$ cat config.mk
export PLATFORM = sky130hd
export DESIGN_NAME = oam_shadow_ctrl
export DESIGN_NICKNAME = d
export VERILOG_FILES = /design/src/rtl/oam_pkg.sv /design/src/rtl/oam_bank_ram.sv /design/src/rtl/oam_shadow_ctrl.sv
export SDC_FILE = /design/constraint.sdc
export NUM_CORES = 1
export LEC_CHECK = 0
export CORE_AREA = 2 2 178 267
export DETAILED_ROUTE_END_ITERATION = 8
export DIE_AREA = 0 0 180 269
export PLACE_DENSITY = 0.73
export SETUP_SLACK_MARGIN = 0.4
export SKIP_LAST_GASP = 1
export SLEW_MARGIN = 30
export SYNTH_ARGS = -nofsm -noshare
export SYNTH_HDL_FRONTEND = slang
export SYNTH_SLANG_ARGS = --single-unit
$ cat constraint.sdc
create_clock -name clk -period 2.4 [get_ports clk]
set_clock_uncertainty 0.1 [all_clocks]
set_input_delay 0.24 -clock clk [delete_from_list [all_inputs] [get_ports clk]]
set_output_delay 0.24 -clock clk [all_outputs]
set_load 0.1 [all_outputs]
$ cat src/rtl/oam_pkg.sv
// Shared field layout, object types and controller states for the
// double-buffered OAM store.
package oam_pkg;

    localparam int TYPE_HI = 30;
    localparam int TYPE_LO = 29;
    localparam int EN_BIT  = 28;
    localparam int X_HI    = 27;
    localparam int X_LO    = 18;
    localparam int Y_HI    = 17;
    localparam int Y_LO    = 8;
    localparam int DIR_HI  = 7;
    localparam int DIR_LO  = 6;
    localparam int ROW_HI  = 5;
    localparam int ROW_LO  = 3;
    localparam int COL_HI  = 2;
    localparam int COL_LO  = 0;

    typedef enum logic [1:0] {
        PLAYER   = 2'b00,
        OPPONENT = 2'b01,
        BULLET   = 2'b10,
        RSVD     = 2'b11
    } obj_type_t;

    typedef enum logic [1:0] {
        IDLE    = 2'd0,
        PENDING = 2'd1,
        COPY    = 2'd2
    } oam_state_t;

    // True when the entry's position lies outside a w x h screen.
    function automatic logic off_screen(
        input logic [31:0] d,
        input int          w,
        input int          h
    );
        off_screen = (int'(d[X_HI:X_LO]) >= w)
                  || (int'(d[Y_HI:Y_LO]) >= h);
    endfunction

endpackage

$ cat src/rtl/oam_bank_ram.sv
// One OAM bank: single write port, registered write-first read port,
// synchronous clear of the whole array.
module oam_bank_ram #(
    parameter int W     = 32,
    parameter int DEPTH = 8,
    parameter int AW    = $clog2(DEPTH)
) (
    input  logic          clk,
    input  logic          clear,
    input  logic          we,
    input  logic [AW-1:0] waddr,
    input  logic [W-1:0]  wdata,
    input  logic [AW-1:0] raddr,
    output logic [W-1:0]  rdata
);

    logic [W-1:0] mem [DEPTH];

    always_ff @(posedge clk) begin
        if (clear) begin
            for (int i = 0; i < DEPTH; i++) begin
                mem[i] <= '0;
            end
            rdata <= '0;
        end else begin
            if (we) begin
                mem[waddr] <= wdata;
            end
            // Same-cycle write is forwarded so the copy path never
            // misses an entry written on the cycle the copy is armed.
            if (we && (waddr == raddr)) begin
                rdata <= wdata;
            end else begin
                rdata <= mem[raddr];
            end
        end
    end

endmodule

$ cat src/rtl/oam_shadow_ctrl.sv
// Double-buffered OAM: shadow bank written by game logic, copied into the
// active bank at vblank. Optional off-screen clipping via OAM_CLIP_EN.
module oam_shadow_ctrl
    import oam_pkg::*;
#(
    parameter int OAM_WIDTH = 32,
    parameter int OAM_DEPTH = 8,
`ifdef OAM_CLIP_EN
    parameter int SCREEN_W  = 640,
    parameter int SCREEN_H  = 480,
`endif
    localparam int AW = $clog2(OAM_DEPTH)
) (
    input  logic                 clk,
    input  logic                 reset,
    input  logic                 wr_valid,
    output logic                 wr_ready,
    input  logic [AW-1:0]        wr_addr,
    input  logic [OAM_WIDTH-1:0] wr_data,
    input  logic                 commit,
    input  logic                 vblank_start,
    input  logic [AW-1:0]        oam_addr,
    output logic [OAM_WIDTH-1:0] oam_data,
    output logic                 busy,
    output logic                 committed,
    output logic                 wr_clipped
);

    localparam logic [AW-1:0] LAST = AW'(OAM_DEPTH - 1);

    oam_state_t     state;
    oam_state_t     state_nxt;
    logic [AW-1:0]  idx;
    logic [AW-1:0]  idx_nxt;
    logic           again;
    logic           again_nxt;
    logic           wr_fire;
    logic           last;
    logic           copying;
    logic [AW-1:0]  sh_raddr;
    logic [OAM_WIDTH-1:0] sh_q;
    logic [OAM_WIDTH-1:0] wr_data_st;

    assign copying  = (state == COPY);
    assign last     = (idx == LAST);
    assign wr_ready = !copying;
    assign wr_fire  = wr_valid && wr_ready;
    assign busy     = (state != IDLE);
    assign committed = copying && last;

    // Shadow read runs one entry ahead so its registered output
    // holds shadow[idx] during copy cycle idx.
    assign sh_raddr = copying ? idx + AW'(1) : '0;

`ifdef OAM_CLIP_EN
    logic clip_hit;

    assign clip_hit = off_screen(wr_data, SCREEN_W, SCREEN_H);

    always_comb begin
        wr_data_st = wr_data;
        if (clip_hit) begin
            wr_data_st[EN_BIT] = 1'b0;
        end
    end

    always_ff @(posedge clk) begin
        if (reset) begin
            wr_clipped <= 1'b0;
        end else begin
            wr_clipped <= wr_fire && clip_hit;
        end
    end
`else
    assign wr_data_st = wr_data;
    assign wr_clipped = 1'b0;
`endif

    always_ff @(posedge clk) begin
        if (reset) begin
            state <= IDLE;
            idx   <= '0;
            again <= 1'b0;
        end else begin
            state <= state_nxt;
            idx   <= idx_nxt;
            again <= again_nxt;
        end
    end

    always_comb begin
        state_nxt = state;
        idx_nxt   = idx;
        again_nxt = again;
        unique case (state)
            IDLE: begin
                if (commit) begin
                    idx_nxt   = '0;
                    state_nxt = vblank_start ? COPY : PENDING;
                end
            end
            PENDING: begin
                if (vblank_start) begin
                    idx_nxt   = '0;
                    state_nxt = COPY;
                end
            end
            COPY: begin
                if (last) begin
                    idx_nxt   = '0;
                    again_nxt = 1'b0;
                    state_nxt = (again || commit) ? PENDING : IDLE;
                end else begin
                    idx_nxt   = idx + AW'(1);
                    again_nxt = again || commit;
                end
            end
            default: begin
                idx_nxt   = '0;
                again_nxt = 1'b0;
                state_nxt = IDLE;
            end
        endcase
    end

    oam_bank_ram #(
        .W     (OAM_WIDTH),
        .DEPTH (OAM_DEPTH),
        .AW    (AW)
    ) u_shadow (
        .clk   (clk),
        .clear (reset),
        .we    (wr_fire),
        .waddr (wr_addr),
        .wdata (wr_data_st),
        .raddr (sh_raddr),
        .rdata (sh_q)
    );

    oam_bank_ram #(
        .W     (OAM_WIDTH),
        .DEPTH (OAM_DEPTH),
        .AW    (AW)
    ) u_active (
        .clk   (clk),
        .clear (reset),
        .we    (copying),
        .waddr (idx),
        .wdata (sh_q),
        .raddr (oam_addr),
        .rdata (oam_data)
    );

endmodule

# Word-level counts from Yosys, hierarchy flattened
# Memories as Yosys holds them, arrays and structs flattened. A register that Yosys moved wholly into a read port is not among the register bits.
# Cells that the tools add are included.
dict set report op_classes {
  add_sub_neg 1
  n_mul 0
  n_div 0
  magnitude_cmp 0
  n_eq_ne 6
  shift 0
  muxes 27
  bitwise 0
  n_reduce_logical 11
}
# operator count
set op_table {}
lappend op_table {{$mux 32} 2}
lappend op_table {{$reduce_or 32->1} 2}
lappend op_table {{$mux 3} 6}
lappend op_table {{$mux 1} 12}
lappend op_table {{$pmux 3 s3} 1}
lappend op_table {{$mux 2} 4}
lappend op_table {{$ne 2x2->1 const B} 3}
lappend op_table {{$pmux 2 s3} 1}
lappend op_table {{$add 3x1->3 const B} 1}
lappend op_table {{$eq 3x3->1 const B} 1}
lappend op_table {{$reduce_and 3->1} 1}
lappend op_table {{$eq 2x1->1 const B} 1}
lappend op_table {{$eq 2x2->1 const B} 1}
lappend op_table {{$logic_and 1x1->1} 2}
lappend op_table {{$logic_not 2->1} 1}
lappend op_table {{$pmux 1 s2} 1}
lappend op_table {{$reduce_and 2->1} 1}
lappend op_table {{$reduce_bool 2->1} 1}
lappend op_table {{$reduce_or 2->1} 1}
lappend op_table {{$logic_not 1->1} 1}
lappend op_table {{$logic_or 1x1->1} 1}
dict set report word_totals {
  reg_bits 6
  latchBits 0
  mem_bits_rw 512
  mem_bits_ro 0
  inputBits 43
  output_inout_bits 36
  elab_cells 50
  n_memories 2
}
# memory depth width rd rd_ports_with_merged_regs wr line_no
set memory_table {}
lappend memory_table {u_active.mem 8 32 1 1 8 oam_bank_ram.sv:17} ;# logic [W-1:0] mem [DEPTH];
lappend memory_table {u_shadow.mem 8 32 1 1 8 oam_bank_ram.sv:17}

# Depth between registers and ports, before layout
# Gate-level depths: netlist of run 1.
dict set report logic_depth {
  ltp_word 8
  ltp_mapped 8
}

# Modules after synthesis
# Synthesis of run 1 repeated with hierarchy kept, for this count alone.
dict set report hier_totals {
  hier_cells 1603
  area_unflattened_um2 25311.8
}
# module n_inst cells_each area_per_inst_um2 seq_area_each_um2
set modules_own_cells {}
lappend modules_own_cells {{oam_bank_ram at u_active} 1 782 12472.0 8328.0}
lappend modules_own_cells {{oam_bank_ram at u_shadow} 1 782 12468.2 8328.0}
lappend modules_own_cells {oam_shadow_ctrl 1 39 371.6 120.1}

# Worst setup path before layout of run 1
# OpenSTA, ideal clock, no wires.
dict set report synth_timing {
  kind {reg-to-reg}
  from {register state[0]}
  to {register u_shadow.rdata[25] (read register of u_shadow.mem)}
  setup_time_ps 116
  t_arrival_ps 2234
  t_required_ps 2184
  setup_slack_ps -50
  stages_incl_launch_ff 6
  n_path_buf 1
  period_less_slack_ps 2450
  cell_sequence {dfxtp_1 > nor2b_4 > inv_2 > buf_1 > o221ai_1 > a31o_2}
}
dict set report synth_between {
  elab_chain_cells 2
}
# item line_no
set synth_rtl {}
lappend synth_rtl {{from (decl)} oam_shadow_ctrl.sv:31} ;# oam_state_t state;
lappend synth_rtl {{from (signal assigned)} oam_shadow_ctrl.sv:85} ;# state <= state_nxt;
lappend synth_rtl {{$eq 2x2->1} oam_shadow_ctrl.sv:44} ;# assign copying = (state == COPY);
lappend synth_rtl {{$mux 3} oam_shadow_ctrl.sv:53} ;# assign sh_raddr = copying ? idx + AW'(1) : '0;
lappend synth_rtl {{to (decl)} oam_bank_ram.sv:14} ;# output logic [W-1:0] rdata
# No other way between the ends.
# A chain may end at the register's enable or synchronous reset.

# Worst setup path in the final report of run 1
dict set report layout_timing {
  from {register idx[0]}
  to {register u_shadow.rdata[29] (read register of u_shadow.mem)}
}
dict set report layout_between {
  elab_chain_cells 2
}
# item line_no
set layout_rtl {}
lappend layout_rtl {{from (decl)} oam_shadow_ctrl.sv:33} ;# logic [AW-1:0] idx;
lappend layout_rtl {{from (signal assigned)} oam_shadow_ctrl.sv:86} ;# idx <= idx_nxt;
lappend layout_rtl {{$add 3x1->3} oam_shadow_ctrl.sv:53}
lappend layout_rtl {{$mux 3} oam_shadow_ctrl.sv:53}
# No other way between the ends.

==> impl_metrics.tcl, run 1 <==
set metrics [dict create \
    p_int_uw 17400 \
    fin_ws_ns 0.408 \
    cp_max_fo 60 \
    min-delay-start "reset" \
    slowest_stage "dfxtp_4" \
    dp.final_hpwl_mm 35.3 \
    final_layout_size_suffix_gt1_share_pct 22.2 \
    grt_pass1_wl_mm 86.3 \
    nets 1871 \
    grt_usage_pct 23.1 \
    root_buffer "clkbuf_16" \
    path_clk_slew_ns 0.06 \
    fp-row-count 97 \
    routed_wl_mm 55.8 \
    synth-edff-count 512 \
    boundaryPins 79 \
    synth-seq-area-share_pct 65.7 \
    switching_share_pct 22.2 \
    cts_buffers 52 \
    die_w_um 180 \
    cts_hold_buf 0 \
    leakagePower_uw 0.0109 \
    rsz0062_at_grt "true" \
    cp.required_ns 2.76 \
    p_switching_uw 4980 \
    cp-start-kind "flop" \
    worstPathArrival_ns 2.35 \
    cts_tree "built" \
    drt-initial-drc-count 1067 \
    first_global_vias 15000 \
    critical_path.top_delay_family "compound AO/OA/AOI/OAI gates" \
    die_area_um2 48400 \
    critPathMostFrequentCell "buf_12" \
    finalHoldViolations 0 \
    coreArea_um2 46200 \
    ant_nets 0 \
    wl_per_cell_um 22.7 \
    grt_overflow 0 \
    max_freq_mhz 502 \
    gp_congestion 0.792 \
    r2r_slack_ns 0.41 \
    ys_warn_count 0 \
    dr.pass1.iters 7 \
    synth_top_area_cell "edfxtp_1" \
    port_buffers 77 \
    syn_area_per_cell_um2 14.9 \
    cts.path.max_buffers 3 \
    powerDensity_nw_per_um2 758 \
    r2r_cells 7 \
    syn-cell-area_um2 25600 \
    finalCriticalPeriod_ns 1.99 \
    finalSetupTns_ns 0 \
    finalCritPeriodShare_pct 83.0 \
    worstPathCellList "buf_4 -> buf_12 -> nor2_2 -> buf_12 -> a21oi_1 -> o221ai_1 -> a31o_2" \
    maxCapViolCount 0 \
    reg2reg_from "idx[0]$_SDFFE_PP0P_" \
    hold_path_class "input port to flop" \
    cp_num_buf_inv 3 \
    p_clk_share_pct 39.4 \
    finalMaxSlewViolations 0 \
    postSynthCellCount 1717 \
    endpoint_kind "flop" \
    ys_async_sr_fraction_pct 0 \
    drc_errors 0 \
    vias 14400 \
    clk_latency_ns 0.58 \
    max_stage_delay_ns 0.37 \
    start_util_pct 55.3 \
    synth_top_area_share_pct 60.2 \
    worstSetupPathType "flop to flop" \
    ys_types 50 \
    via_per_inst 5.87 \
    chipHeight_um 269 \
    outcome "complete, no violations" \
    power_uw 22400 \
    pwr-share-comb_pct 8.6 \
    h-tree-depth 2 \
    antenna_found_initial 1 \
    pwr-share-seq_pct 52.0 \
    finalSetupViolations 0 \
    post-place-ws_ns 0.102 \
    yosys.cell_count.top_type "and2_1" \
    ys_top_cells_by_count "and2_1 (513), edfxtp_1 (512), dfxtp_1 (70)" \
    vdd_drop_max_v 0.000520 \
    ys_ff_latch 582 \
    holdWs_ns 0.0909 \
    hold_end "idx[0]$_SDFFE_PP0P_" \
    num_antenna_cells 0 \
    synth.net_count 1762 \
    r2r-end "u_shadow.rdata[29]$_SDFF_PP0_" \
    clock_sinks 582 \
    synth_area_leaders "edfxtp_1 (60%), and2_1 (13%), mux4_2 (5.7%)" \
    synth_top_flop_cell "edfxtp_1" \
    syn2layout_area_growth_pct 15.5 \
    grt_max_degree 61 \
    min_delay_path_depth 3 \
]
==> area by class of cell <==
class	count	area, µm²
clock buffer	70	1490
clock inverter	25	332
fill	3305	16700
inverter	3	17.5
multi-input combinational	1008	8230
sequential	582	16800
tap	594	743
timing repair buffer	179	1900
==> sequential cells by signal, summed over array words and instances, names as in the netlist <==
name / count
u_active.rdata: 32
state: 2
u_active.mem: 256
idx: 3
u_shadow.mem: 256
u_shadow.rdata: 32
again: 1
==> worst min-delay path, delay by kind of cell <==
| family | cells | cell delay, ns |
|---|---|---|
| buffers and inverters | 2 | 0.33 |
| AND/OR/NAND/NOR | 1 | 0.13 |
==> power by group through the flow <==
stage / registers [µW] / clock network, µW / logic [µW]
2_1_floorplan: 12100 / 0 / 943
3_3_place_gp: 11800 / 0 / 1840
3_5_place_dp: 11900 / 0 / 1860
4_1_cts: 11600 / 8940 / 1910
5_1_grt: 11700 / 9290 / 2040
6_report: 11600 / 8810 / 1930
==> through the flow <==
step | util [%] | instances | area (µm²)
after global placement | 59.3 | 2349 | 27400
final | 63.8 | 2461 | 29500
after detailed placement | 59.3 | 2349 | 27400
after global routing | 63.8 | 2461 | 29500
after floorplan | - | 1717 | 25600
after CTS | 63.5 | 2453 | 29400
==> how the worst max path moves through the flow <==
stage / from / endpoint / slack (ns) / cells after the start
after CTS: state[0]$_SDFFE_PP0P_ / u_shadow.mem[7][2]$_SDFFCE_PN0P_ / 0.39 / 6
after floorplan: state[1]$_SDFFE_PP0P_ / u_active.mem[6][0]$_SDFFCE_PN0P_ / 0.40 / 4
after global placement: wr_valid / u_shadow.mem[2][14]$_SDFFCE_PN0P_ / 0.09 / 7
after detailed placement: wr_valid / u_shadow.mem[2][16]$_SDFFCE_PN0P_ / 0.10 / 7
after global routing: idx[0]$_SDFFE_PP0P_ / u_shadow.rdata[29]$_SDFF_PP0_ / 0.35 / 7
final: idx[0]$_SDFFE_PP0P_ / u_shadow.rdata[29]$_SDFF_PP0_ / 0.41 / 7
==> cells by family (layout without fill, tap and decap cells) <==
logic type                 count (synthesis)  after routing  synth area share [%]
other                                      1              1                0.0147
AOI/OAI and AO/OA                        201            201                  5.69
DFF                                      582            582                  65.7
xor gates and xnor gates                   3              3                 0.103
buffers and inverters                    127            277                  2.43
muxes                                    191            191                  11.0
adders and majority gates                  2              2                0.0979
and+or+nand+nor                          610            610                  15.0
==> placed cells by master (no fill, tap or decap), types with 7 or more instances in the layout <==
| cell | instances |
|---|---|
| and2_1 | 512 |
| edfxtp_1 | 512 |
| buf_4 | 95 |
| dfxtp_1 | 68 |
| mux4_2 | 65 |
| mux2i_1 | 64 |
| mux2_2 | 62 |
| clkbuf_16 | 55 |
| nor2_1 | 38 |
| clkdlybuf4s50_1 | 38 |
| a21oi_1 | 36 |
| a211oi_1 | 33 |
| o22a_1 | 32 |
| o221ai_1 | 31 |
| o21ai_0 | 29 |
| buf_12 | 29 |
| a31o_2 | 22 |
| or2_4 | 14 |
| buf_6 | 11 |
| a31o_1 | 9 |
| clkinv_1 | 8 |
| bufinv_16 | 8 |
| clkbuf_8 | 8 |
| clkbuf_1 | 8 |
| nor2_4 | 7 |
==> layer usage <==
| layer | share of wire (%) | vias to the layer above | wire length (µm) | track usage [%] |
|---|---|---|---|---|
| met5 | 0.018 | - | 10 | 0 |
| met4 | 3.4 | 2 | 1920 | 8.53 |
| met3 | 5.0 | 128 | 2770 | 2.66 |
| met2 | 52 | 467 | 29200 | 42.0 |
| met1 | 39 | 7266 | 21800 | 28.7 |
| li1 | - | 6572 | - | - |
==> timing repair <==
| action | in CTS | in global routing |
|---|---|---|
| hold endpoints to repair | 0 | 0 |
| pin swaps | 0 | 4 |
| resized for setup | 5 | 16 |
| endpoints found under the setup margin | 220 | 346 |
| gates cloned | 2 | 2 |
| setup buffers | 7 | 6 |
No activity file was read; power rests on OpenSTA's default activity.
==> run 2: changes to the inputs <==
CORE_AREA = 2 2 169 254   (was 2 2 178 267)
DIE_AREA = 0 0 171 256   (was 0 0 180 269)
PLACE_DENSITY = 0.77   (was 0.73)
clock period = 1.85 ns   (was 2.4 ns; I/O delays follow)
==> impl_metrics.tcl, run 2 (synthesized netlist as in run 1, its figures left out) <==
set metrics [dict create \
    final_layout_size_suffix_gt1_share_pct 26.2 \
    fp-row-count 92 \
    cts_tree "built" \
    outcome "finished, violations left" \
    wl_per_cell_um 24.2 \
    cp.required_ns 2.04 \
    start_util_pct 61.3 \
    min_delay_path_depth 4 \
    path_clk_slew_ns 0.06 \
    grt_max_degree 55 \
    violations "setup timing" \
    worstPathArrival_ns 2.15 \
    mostFrequentLayoutCell "edfxtp_1" \
    worstSetupPathType "flop to flop" \
    finalSetupViolations 360 \
    pwr-share-seq_pct 54.4 \
    vdd_drop_max_v 0.000797 \
    via_per_inst 5.93 \
    post-place-ws_ns -0.251 \
    clock_sinks 582 \
    layout_common_cells "edfxtp_1 (512), and2_1 (503), buf_4 (111)" \
    pwr-share-comb_pct 10.0 \
    power_uw 27800 \
    p_int_uw 21300 \
    powerDensity_nw_per_um2 908 \
    ant_nets 0 \
    finalCritPeriodShare_pct 106 \
    root_buffer "clkbuf_16" \
    cp-start-kind "flop" \
    fin_ws_ns -0.108 \
    place_inst 2369 \
    dp.final_hpwl_mm 36.0 \
    grt_pass1_wl_mm 90.0 \
    gp_congestion 0.805 \
    vias 14900 \
    finalCriticalPeriod_ns 1.96 \
    grt_usage_pct 27.5 \
    h-tree-depth 2 \
    drt-initial-drc-count 1211 \
    port_buffers 77 \
    finalMaxSlewViolations 0 \
    grt_overflow 0 \
    routed_wl_mm 60.6 \
    hold_end "idx[1]$_SDFFE_PP0P_" \
    nets 1944 \
    r2r-end "u_shadow.mem[2][23]$_SDFFCE_PN0P_" \
    maxCapViolCount 0 \
    reg2reg_from "state[1]$_SDFFE_PP0P_" \
    leakagePower_uw 0.0114 \
    r2r_slack_ns -0.11 \
    rsz0062_at_grt "true" \
    drc_errors 0 \
    clk_latency_ns 0.59 \
    die_w_um 171 \
    finalHoldViolations 0 \
    switching_share_pct 23.4 \
    cp_max_fo 12 \
    first_global_vias 15700 \
    chipHeight_um 256 \
    post_layout_nonfiller_instances 2505 \
    top_regs "u_active.mem (256), u_shadow.mem (256)" \
    antenna_found_initial 0 \
    coreArea_um2 41700 \
    layout.area.seq_um2 16800 \
    boundaryPins 79 \
    multi_input_area_um2 8360 \
    nFillCells 2663 \
    r2r_cells 6 \
    die_area_um2 43800 \
    max_freq_mhz 511 \
    num_antenna_cells 0 \
    dr.pass1.iters 5 \
    p_switching_uw 6500 \
    endpoint_kind "flop" \
    cts.path.max_buffers 3 \
    syn2layout_area_growth_pct 19.7 \
    min-delay-start "reset" \
    p_clk_share_pct 35.7 \
    hold_path_class "input port to flop" \
    cts_buffers 50 \
]
run 2: power by group through the flow:
stage / Clock [µW] / Sequential (µW) / Combinational, µW
final: 9910 / 15100 / 2770
after global routing: 10500 / 15100 / 2900
after CTS: 9980 / 15100 / 2660
after detailed placement: 0 / 15400 / 2590
after global placement: 0 / 15300 / 2550
after floorplan: 0 / 15600 / 1250
run 2: what timing repair did:
item | CTS | global route
setup buffers | 11 | 11
gates cloned | 5 | 13
pin swaps | 1 | 7
hold buffers | 2 | 0
gates resized for setup | 25 | 52
hold endpoints to repair | 6 | 0
setup endpoints to repair | 1127 | 1124
run 2: final cells by class:
| type | instances | area share, % |
|---|---|---|
| inverter | 3 | 0.0491 |
| sequential | 582 | 54.9 |
| clock buffer | 72 | 4.59 |
| clock inverter | 22 | 0.417 |
| tap | 564 | 2.31 |
| timing repair buffer | 254 | 10.4 |
| multi-input combinational | 1008 | 27.3 |
run 2: critical path, stage by stage, from the launching register on:
cell and delay [ns]:
dfxtp_2 0.32, nor2b_4 0.14, buf_6 0.14, or3_4 0.44, nor2_4 0.13, or2_4 0.22
buf_12 0.17
run 2: worst max path at each step:
| stage | cells after the start | start | slack [ns] | endpoint |
|---|---|---|---|---|
| after global routing | 6 | state[1]$_SDFFE_PP0P_ | -0.14 | u_active.mem[0][22]$_SDFFCE_PN0P_ |
| after global placement | 6 | wr_valid | -0.22 | u_shadow.mem[7][5]$_SDFFCE_PN0P_ |
| after floorplan | 5 | state[1]$_SDFFE_PP0P_ | -0.14 | u_shadow.mem[2][0]$_SDFFCE_PN0P_ |
| final | 6 | state[1]$_SDFFE_PP0P_ | -0.11 | u_shadow.mem[2][23]$_SDFFCE_PN0P_ |
| after CTS | 6 | state[1]$_SDFFE_PP0P_ | -0.09 | u_shadow.mem[4][19]$_SDFFCE_PN0P_ |
| after detailed placement | 6 | wr_valid | -0.25 | u_shadow.mem[7][11]$_SDFFCE_PN0P_ |
run 2: metal layers:
layer / GRT usage (%) / wire, µm
met5: 0 / 0
met4: 10.5 / 2340
met3: 3.15 / 3330
met2: 50.7 / 33700
met1: 32.7 / 21300
run 2: stage by stage:
stage	cell area [µm²]	util [%]	TNS (ns)	hold WS, ns
after global routing	30600	73.4	-44.21	0.174
final	30600	73.4	-20.27	0.173
after floorplan	25800	-	-18.54	0.236
after detailed placement	28200	67.6	-108.73	0.416
after CTS	30100	72.1	-18.81	0.151
after global placement	28200	67.6	-83.20	0.399
